<file path="src/rtl/hazard_scoreboard.sv">
// Register hazard scoreboard: per-register Tnew countdowns and an optional HI/LO busy counter
// that generates D-stage stall requests. Define HAZARD_MDU_STALL_EN to enable HI/LO tracking.
module hazard_scoreboard #(
  parameter int unsigned NREG    = 32,
  parameter int unsigned TNEW_W  = 2,
  parameter int unsigned MUL_LAT = 5,
  parameter int unsigned DIV_LAT = 10
) (
  input  logic                    clk,
  input  logic                    reset,
  input  logic                    d_valid,
  input  logic [$clog2(NREG)-1:0] d_rs,
  input  logic [$clog2(NREG)-1:0] d_rt,
  input  logic [TNEW_W-1:0]       d_tuse_rs,
  input  logic [TNEW_W-1:0]       d_tuse_rt,
  input  logic                    d_wr,
  input  logic [$clog2(NREG)-1:0] d_a3,
  input  logic [TNEW_W-1:0]       d_tnew,
  input  logic                    d_md_start,
  input  logic                    d_md_div,
  input  logic                    d_md_use,
  output logic                    stall,
  output logic                    stall_rs,
  output logic                    stall_rt,
  output logic                    stall_md,
  output logic                    md_busy
);

  logic [TNEW_W-1:0] cnt_q [NREG];
  logic [TNEW_W-1:0] cnt_d [NREG];
  logic              issue;

  // An all-ones Tuse can never be exceeded by a TNEW_W-bit count, so unused operands never stall.
  assign stall_rs = d_valid && (d_rs != '0) && (cnt_q[d_rs] > d_tuse_rs);
  assign stall_rt = d_valid && (d_rt != '0) && (cnt_q[d_rt] > d_tuse_rt);
  assign stall    = stall_rs | stall_rt | stall_md;
  assign issue    = d_valid && !stall;

  always_comb begin
    for (int unsigned r = 0; r < NREG; r++) begin
      cnt_d[r] = (cnt_q[r] != '0) ? cnt_q[r] - TNEW_W'(1) : '0;
    end
    if (issue && d_wr && (d_a3 != '0)) begin
      cnt_d[d_a3] = d_tnew;
    end
    cnt_d[0] = '0;
  end

  always_ff @(posedge clk or negedge reset) begin
    if (!reset) begin
      for (int unsigned r = 0; r < NREG; r++) begin
        cnt_q[r] <= '0;
      end
    end else begin
      for (int unsigned r = 0; r < NREG; r++) begin
        cnt_q[r] <= cnt_d[r];
      end
    end
  end

`ifdef HAZARD_MDU_STALL_EN
  localparam int unsigned MD_MAX = (MUL_LAT > DIV_LAT) ? MUL_LAT : DIV_LAT;
  localparam int unsigned MDW    = $clog2(MD_MAX + 1);

  logic [MDW-1:0] mdc_q;
  logic [MDW-1:0] mdc_d;

  assign md_busy  = (mdc_q != '0);
  assign stall_md = d_valid && (d_md_use || d_md_start) && md_busy;

  always_comb begin
    mdc_d = mdc_q;
    if (issue && d_md_start) begin
      mdc_d = d_md_div ? MDW'(DIV_LAT) : MDW'(MUL_LAT);
    end else if (md_busy) begin
      mdc_d = mdc_q - MDW'(1);
    end
  end

  always_ff @(posedge clk or negedge reset) begin
    if (!reset) begin
      mdc_q <= '0;
    end else begin
      mdc_q <= mdc_d;
    end
  end
`else
  logic unused_md;
  assign unused_md = ^{d_md_start, d_md_div, d_md_use};
  assign md_busy   = 1'b0;
  assign stall_md  = 1'b0;
`endif

endmodule

</file>
<file path="config.mk">
export PLATFORM = sky130hd
export DESIGN_NAME = hazard_scoreboard
export DESIGN_NICKNAME = d
export VERILOG_FILES = /design/src/rtl/hazard_scoreboard.sv
export SDC_FILE = /design/constraint.sdc
export NUM_CORES = 1
export LEC_CHECK = 0
export ABC_AREA = 0
export BUFFER_PORTS_ARGS = -buffer_cell sky130_fd_sc_hd__buf_2
export CORE_MARGIN = 8
export CORE_UTILIZATION = 55
export DETAILED_ROUTE_END_ITERATION = 10
export GPL_ROUTABILITY_DRIVEN = 0
export GPL_TIMING_DRIVEN = 1
export PLACE_DENSITY = 0.85
export SYNTH_ARGS = -nofsm -noshare
export SYNTH_HDL_FRONTEND = slang
export SYNTH_SLANG_ARGS = --single-unit
</file>
<file path="constraint.sdc">
create_clock -name clk -period 4.1 [get_ports clk]
set_input_delay 0.205 -clock clk [delete_from_list [all_inputs] [get_ports clk]]
set_output_delay 0.205 -clock clk [all_outputs]
set_load 0.05 [all_outputs]
</file>
==> qor.csv, run 1 <==
metric;value;unit
final worst path period need;3605;ps
Tcrit/Tclk final;87.93;%
CTS Buf Count;9;
Root Driver;clkbuf_8;
setup repair bufs after CTS;0;
kind of end point of the critical path;register;
Via density;6.410;
Least-Margin Pin Slew;1071;ps
max-cap violation count;0;
area leader, netlist;dfrtp_1;
synth unique cells;44;
area added between synthesis and finish;8.898;%
max FFs per register;62;
EDFF count, synth;0;
fmax;0.2774;GHz
CTS H-tree depth;3;
Setup-failing EPs final;0;
top cells by count, synth;62 x dfrtp_1, 61 x mux2i_1, 41 x nand2_1;
global route overflow;0;
die extent in y;104.5;µm
fin area;4686;µm²
die width;104.5;µm
Register Area;1551;µm²
layout cells sized above 1;32.20;%
Worst Hold Class;in -> async;
initial DRC count;288;
full die area;10910;µm²
most frequent cell after synthesis;dfrtp_1;
worst setup margin;495.0;ps
via count;3282;
largest registers;cnt_q (62);
max-slew violation count;0;
Clock Skews;9.521;ps
most area-consuming cells after synthesis;dfrtp_1 36%, mux2i_1 14%, mux2_2 8.6%;
reg-to-reg startpoint;cnt_q[33];
synth warn;0;
unrepaired setup endpoints after global routing;false;
Critical Path Start;cnt_q[33];
number of global-route vias before repair;3443;
status;finished clean;
input/output buffers;27;
Routed WL;10990;µm
TritonCTS sink count;62;
clock-pin slew on the worst setup and hold paths;80;ps
ys async rst share;100.0;%
Worst Path Required;4350;ps
Initial Utilization;56.27;%
Max VDD drop;0.1394;mV
FP Rows;32;
Yosys top cell area share;36.06;%
syn_area_per_cell;11.15;µm²
multi-input logic area;2599;µm²
CTS tree;done;
LEAKAGE;2.012;nW
slew margin rel.;28.49;%
number of nets in the layout;437;
Detail Route Antenna Nets;0;
fill count;615;
Seq/Total Area, Yosys;36.06;%
Max FO, Critical Path;31;
final hold vios;0;
Total Routing Usage GR;20.92;%
Place WS;297.9;ps
TNS Setup;0;ps
routed len/inst;21.46;µm
router iterations before antenna repair;5;
worst hold margin;7.325;ps
antenna violations before repair;0;
first-pass GRT wire length;18210;µm
I/O Pins;33;
Hold-fix buffers, CTS;0;
DP HPWL;7482;µm
post-synthesis register bit count;62;
register with the most flip-flops;cnt_q;
Syn Inst Count;386;
# diodes;0;
Core Area;7647;µm²
placed cell area;4486;µm²
crit path launch type;register;
Post-CTS Resized;0;
pwr dens;291.8;nW/µm²
Clk Latency, worst-skew pair;350;ps
mapped cell area;4303;µm²
largest net degree at the start of global routing;63;
ys flop type;dfrtp_1;
CP arrival;3850;ps
critical path type;reg -> reg;
CTS max path bufs;2;
drc violations;0;
==> final timing paths <==
check                            end  slack [ps]  cells past startpoint
max                         cnt_q[0]         500                     11
min                        cnt_q[52]           7                      2
max reg2reg                 cnt_q[0]         500                     11
min reg2reg                cnt_q[47]         570                      2
max in group asynchronous  cnt_q[20]        3540                      2
min in group clk           cnt_q[55]         500                      4
==> logic make-up after synthesis <==
kind of cell / after synthesis / share of synthesized area, %
compound gates: 33 / 5.496
fa+ha+maj: 4 / 1.163
flops: 62 / 36.06
simple gates: 145 / 22.10
other cells: 1 / 0.08715
buf+inv: 30 / 3.896
mux: 111 / 31.20
==> cell type report <==
type / count / area share [%]
Inverter: 4 / 0.3204
Clock buffer: 11 / 3.017
Tap cell: 102 / 2.724
Multi-Input combinational cell: 295 / 55.46
Clock inverter: 5 / 1.255
Timing Repair Buffer: 33 / 4.112
Sequential cell: 62 / 33.11
==> cells in the final DEF (no fill, tap or decap), types with 4 or more instances in the layout <==
cell and instances:
nor3_2 29, buf_4 5, nor3_1 4, clkbuf_8 10, nor2_1 8, nand2_1 41
dfrtp_1 62, buf_2 27, ha_1 4, a21oi_1 7, inv_1 4, mux2i_1 61
a22oi_1 12, mux4_2 15, nand3b_1 4, mux2_2 33, nand2b_1 4, nor2b_1 36
==> through the flow <==
stage	cells	power, mW	util (%)
after floorplan	387	0.7616	-
after global placement	496	0.8195	58.66
after detailed placement	496	0.8243	58.66
after CTS	512	1.371	61.27
after global routing	512	1.416	61.27
final	512	1.367	61.27
==> report_power, final <==
group	switching [mW]	internal, mW	leakage, nW
clock network	0.255	0.297	0.0955
registers	0.00314	0.614	0.866
logic	0.136	0.0613	1.05
total	0.395	0.973	2.01
==> critical path: stages, from the launching register on <==
cell	delay, ps
dfrtp_1	430
mux4_2	490
a2111oi_0	430
a311o_1	170
nor3_1	60
ha_1	300
nor2b_1	140
o211ai_1	330
o221ai_4	150
buf_12	220
nor3_1	380
mux2_2	380
==> routing by layer <==
layer	vias up	wire [µm]	GRT usage, %
li1	1450	-	-
met1	1646	4663	27.28
met2	158	5155	32.24
met3	28	899	5.762
met4	0	267	7.859
met5	-	0	0
Note: power is estimated with default switching activity, not from simulation.
==> inputs of run 2 (changes only) <==
--- a/config.mk
+++ b/config.mk
@@ -5,14 +5,14 @@
 export SDC_FILE = /design/constraint.sdc
 export NUM_CORES = 1
 export LEC_CHECK = 0
-export ABC_AREA = 0
 export BUFFER_PORTS_ARGS = -buffer_cell sky130_fd_sc_hd__buf_2
 export CORE_MARGIN = 8
 export CORE_UTILIZATION = 55
+export CTS_CLUSTER_DIAMETER = 120
 export DETAILED_ROUTE_END_ITERATION = 10
 export GPL_ROUTABILITY_DRIVEN = 0
 export GPL_TIMING_DRIVEN = 1
-export PLACE_DENSITY = 0.85
+export PLACE_DENSITY = 0.74
 export SYNTH_ARGS = -nofsm -noshare
 export SYNTH_HDL_FRONTEND = slang
 export SYNTH_SLANG_ARGS = --single-unit
==> qor.csv, run 2 (synthesis results as in run 1) <==
metric;value;unit
routed len/inst;20.99;µm
TNS Setup;0;ps
CP dominant cell by count;nor3_1;
global route overflow;0;
Clock Skews;10.46;ps
Post-CTS Resized;0;
area added between synthesis and finish;9.043;%
max-cap violation count;0;
LEAKAGE;2.027;nW
largest registers;cnt_q (62);
FP Rows;32;
Via density;6.134;
fin cells;514;
I/O Pins;33;
CP arrival;3840;ps
kind of end point of the critical path;register;
Least-Margin Pin Slew;1112;ps
initial DRC count;250;
most frequent cells in the layout;62 x dfrtp_1, 61 x mux2i_1, 41 x nand2_1;
largest net degree at the start of global routing;40;
CTS H-tree depth;3;
router iterations before antenna repair;5;
CTS max path bufs;2;
Core Area;7647;µm²
r2r setup slk;480;ps
Tcrit/Tclk final;88.18;%
Crit path largest cell delay;490;ps
worst setup margin;484.7;ps
CTS Buf Count;9;
total power;1.308;mW
full die area;10910;µm²
register with the most flip-flops;cnt_q;
Total Routing Usage GR;20.86;%
max-slew violation count;0;
unrepaired setup endpoints after global routing;false;
Worst Path Required;4330;ps
critical-path cell list;mux4_2 -> a2111oi_0 -> a311o_1 -> nor3_1 -> ha_1 -> nor2b_1 -> o211ai_1 -> o221ai_4 -> buf_12 -> nor3_1 -> mux2_2;
Root Driver;clkbuf_8;
Place WS;291.4;ps
Initial Utilization;56.27;%
critical path type;reg -> reg;
pwr dens;278.7;nW/µm²
Post-Place Cells;499;
slew margin rel.;25.82;%
antenna violations before repair;0;
drc violations;0;
status;finished clean;
via count;3153;
Worst Hold Class;in -> async;
CTS tree;done;
crit path launch type;register;
Max VDD drop;0.2044;mV
Routed WL;10790;µm
max FFs per register;62;
# diodes;0;
Detail Route Antenna Nets;0;
number of nets in the layout;441;
Clk Latency, worst-skew pair;350;ps
first-pass GRT wire length;17710;µm
input/output buffers;27;
Max FO, Critical Path;31;
number of global-route vias before repair;3249;
fill count;628;
DP HPWL;7652;µm
final worst path period need;3615;ps
die width;104.5;µm
TritonCTS sink count;62;
clock-pin slew on the worst setup and hold paths;70;ps
commonest non-fill, non-tap cell in the layout;dfrtp_1;
Setup-failing EPs final;0;
fmax;0.2766;GHz
Worst path slowest cell;mux4_2;
die extent in y;104.5;µm
layout cells sized above 1;32.28;%
final hold vios;0;
run 2: changes by cell type in the layout (fill, tap and decap cells not counted), sizes merged:
| cell | change |
|---|---|
| clkinv | -1 |
| bufinv | -1 |
| dlygate4sd3 | +1 |
| clkbuf | +2 |
| buf | +3 |
| clkinvlp | -2 |
run 2: worst paths after layout:
path | startpoint | to | cells after the start
max in group asynchronous | reset | cnt_q[54] | 3
hold / removal | reset | cnt_q[33] | 2
setup reg to reg | cnt_q[33] | cnt_q[0] | 11
min in group clk | d_a3[1] | cnt_q[23] | 4
setup / recovery | cnt_q[33] | cnt_q[0] | 11
hold reg to reg | cnt_q[48] | cnt_q[49] | 2
run 2: power by group:
part / switching [mW] / leakage [nW] / total [mW] / internal [mW]
clock: 0.228 / 0.0914 / 0.490 / 0.262
sequential: 0.00302 / 0.866 / 0.617 / 0.614
combinational: 0.136 / 1.07 / 0.200 / 0.0638
total: 0.368 / 2.03 / 1.31 / 0.940
run 2: area by class of cell:
type	instances	area (µm²)	area share, %
clock buffers	13	168.9	3.600
clock inverters	1	5.005	0.1067
inverters	4	15.01	0.3200
multi-input cells	295	2599	55.39
flip-flops and latches	62	1551	33.07
well taps	102	127.6	2.720
repair buffers	37	225.2	4.800
run 2: per-stage QoR:
stage | hold WS (ps) | area (µm²) | util (%)
finish | 375.4 | 4692 | 61.35
global route | 431.3 | 4692 | 61.35
global placement | 215.0 | 4508 | 58.95
CTS | 384.3 | 4692 | 61.35
detailed placement | 221.4 | 4508 | 58.95
floorplan | -90.59 | 4307 | -
run 2: worst max-delay path: cells and delay by family (launching register included):
kind                       cells  cell delay, ps
and+or+nand+nor                3             560
buffers and inverters          1             220
DFF                            1             420
AOI/OAI and AO/OA              4            1110
muxes                          2             870
adders and majority gates      1             310
run 2: routing by layer:
metal | routed length (µm) | track usage, %
met1 | 4862 | 28.31
met2 | 4926 | 30.51
met3 | 882 | 6.258
met4 | 117 | 7.653
met5 | 0 | 0
run 2: repair_timing:
item                                   4_1_cts  5_1_grt
hold buffers                                 1        0
buffers inserted                             0        0
endpoints found under the hold margin       23        0
==> inputs of run 3 (changes only) <==
==> constraint.sdc (replaced) <==
create_clock -name clk -period 3.5 [get_ports clk]
set_input_delay 0.175 -clock clk [delete_from_list [all_inputs] [get_ports clk]]
set_output_delay 0.175 -clock clk [all_outputs]
set_load 0.05 [all_outputs]
==> qor.csv, run 3 (synthesis results as in run 1) <==
metric;value;unit
clock-pin slew on the worst setup and hold paths;70;ps
final worst path period need;3396;ps
via count;3322;
max-slew violation count;0;
Setup-failing EPs final;0;
pwr dens;342.6;nW/µm²
TNS Setup;0;ps
I/O Pins;33;
Clock Skews;8.040;ps
LEAKAGE;2.221;nW
Via density;6.140;
kind of end point of the critical path;register;
largest net degree at the start of global routing;39;
area added between synthesis and finish;15.76;%
TritonCTS sink count;62;
CTS tree;done;
status;finished clean;
commonest non-fill, non-tap cell in the layout;dfrtp_1;
die width;104.5;µm
fin area;4981;µm²
CP top delay family;multiplexers;
die extent in y;104.5;µm
final hold vios;0;
Critical Path Start;cnt_q[43];
CTS Buf Count;9;
worst hold margin;357.5;ps
input/output buffers;27;
fmax;0.2945;GHz
number of global-route vias before repair;3453;
CTS H-tree depth;3;
FP Rows;32;
drc violations;0;
CP arrival;3640;ps
max FFs per register;62;
full die area;10910;µm²
Least-Margin Pin Slew;1107;ps
register with the most flip-flops;cnt_q;
layout cells sized above 1;37.13;%
Clk Latency, worst-skew pair;360;ps
largest registers;cnt_q (62);
Worst Hold Class;in -> async;
crit path launch type;register;
placed cell area;4708;µm²
CP Buf/Inv Count;2;
number of nets in the layout;467;
DP HPWL;8010;µm
reg-to-reg startpoint;cnt_q[43];
most frequent cells in the layout;62 x dfrtp_1, 61 x mux2i_1, 41 x nand2_1;
Total Routing Usage GR;21.75;%
routed len/inst;20.92;µm
max-cap violation count;0;
Worst path slowest cell;mux4_2;
unrepaired setup endpoints after global routing;true;
slew margin rel.;26.10;%
Routed WL;11320;µm
Detail Route Antenna Nets;0;
critical-path cell list;mux4_2 -> a2111oi_2 -> a311o_1 -> nor3_1 -> ha_1 -> nor2b_1 -> o211ai_1 -> buf_4 -> o221ai_4 -> buf_6 -> nor3_2 -> mux2_2;
Max FO, Critical Path;18;
# diodes;0;
Root Driver;clkbuf_8;
Initial Utilization;56.27;%
global route overflow;0;
Max VDD drop;0.2076;mV
critical path type;reg -> reg;
Core Area;7647;µm²
antenna violations before repair;0;
initial DRC count;269;
Worst Path Required;3740;ps
CTS max path bufs;2;
Crit path largest cell delay;490;ps
router iterations before antenna repair;4;
first-pass GRT wire length;18570;µm
Tcrit/Tclk final;97.03;%
-- run 3: cell type report --
| cell class | count | area (µm²) |
|---|---|---|
| Clock inverter | 4 | 70.07 |
| Inverter | 4 | 15.01 |
| Fill cell | 600 | 2666 |
| Clock buffer | 11 | 151.4 |
| Tap cell | 102 | 127.6 |
| Timing Repair Buffer | 63 | 436.7 |
| Multi-Input combinational cell | 295 | 2629 |
| Sequential cell | 62 | 1551 |
-- run 3: layer usage --
layer | share of wire, % | track usage [%]
met5 | 0 | 0
met4 | 2.5 | 9.928
met3 | 7.2 | 4.647
met2 | 47 | 32.65
met1 | 44 | 29.26
-- run 3: worst paths after layout --
check	end	slack [ps]	cells past startpoint
worst max-delay path	cnt_q[10]	100	12
worst min-delay path	cnt_q[45]	360	2
worst max register to register	cnt_q[10]	100	12
worst min register to register	cnt_q[31]	560	2
max in group asynchronous	cnt_q[15]	2230	3
min in group clk	cnt_q[23]	480	4
-- run 3: where the power goes --
part	switching (mW)	internal, mW
clock network	0.294	0.433
registers	0.00364	0.719
logic	0.168	0.0882
total	0.466	1.24
-- run 3: timing repair --
item                       in CTS  in global routing
setup endpoints to repair       0                 54
hold endpoints to repair       24                  0
gates resized for setup         0                  7
hold buffers                    1                  0
setup buffers                   0                  1
-- run 3: through the flow --
stage	util, %	total power [mW]	setup slack (ps)	std cells
after floorplan	-	0.8922	295.1	387
after CTS	64.59	1.703	10.68	540
after global placement	61.57	0.9785	98.26	524
final	65.13	1.707	103.9	541
after detailed placement	61.57	0.9829	18.99	524
after global routing	65.13	1.763	-43.37	541
-- run 3: worst reg2reg max path, delay by kind of cell (launching register included) --
kind	cells	cell delay, ps
muxes	2	860
AOI/OAI and AO/OA	4	840
and+or+nand+nor	3	470
DFF	1	430
buffers and inverters	2	380
adders and majority gates	1	310
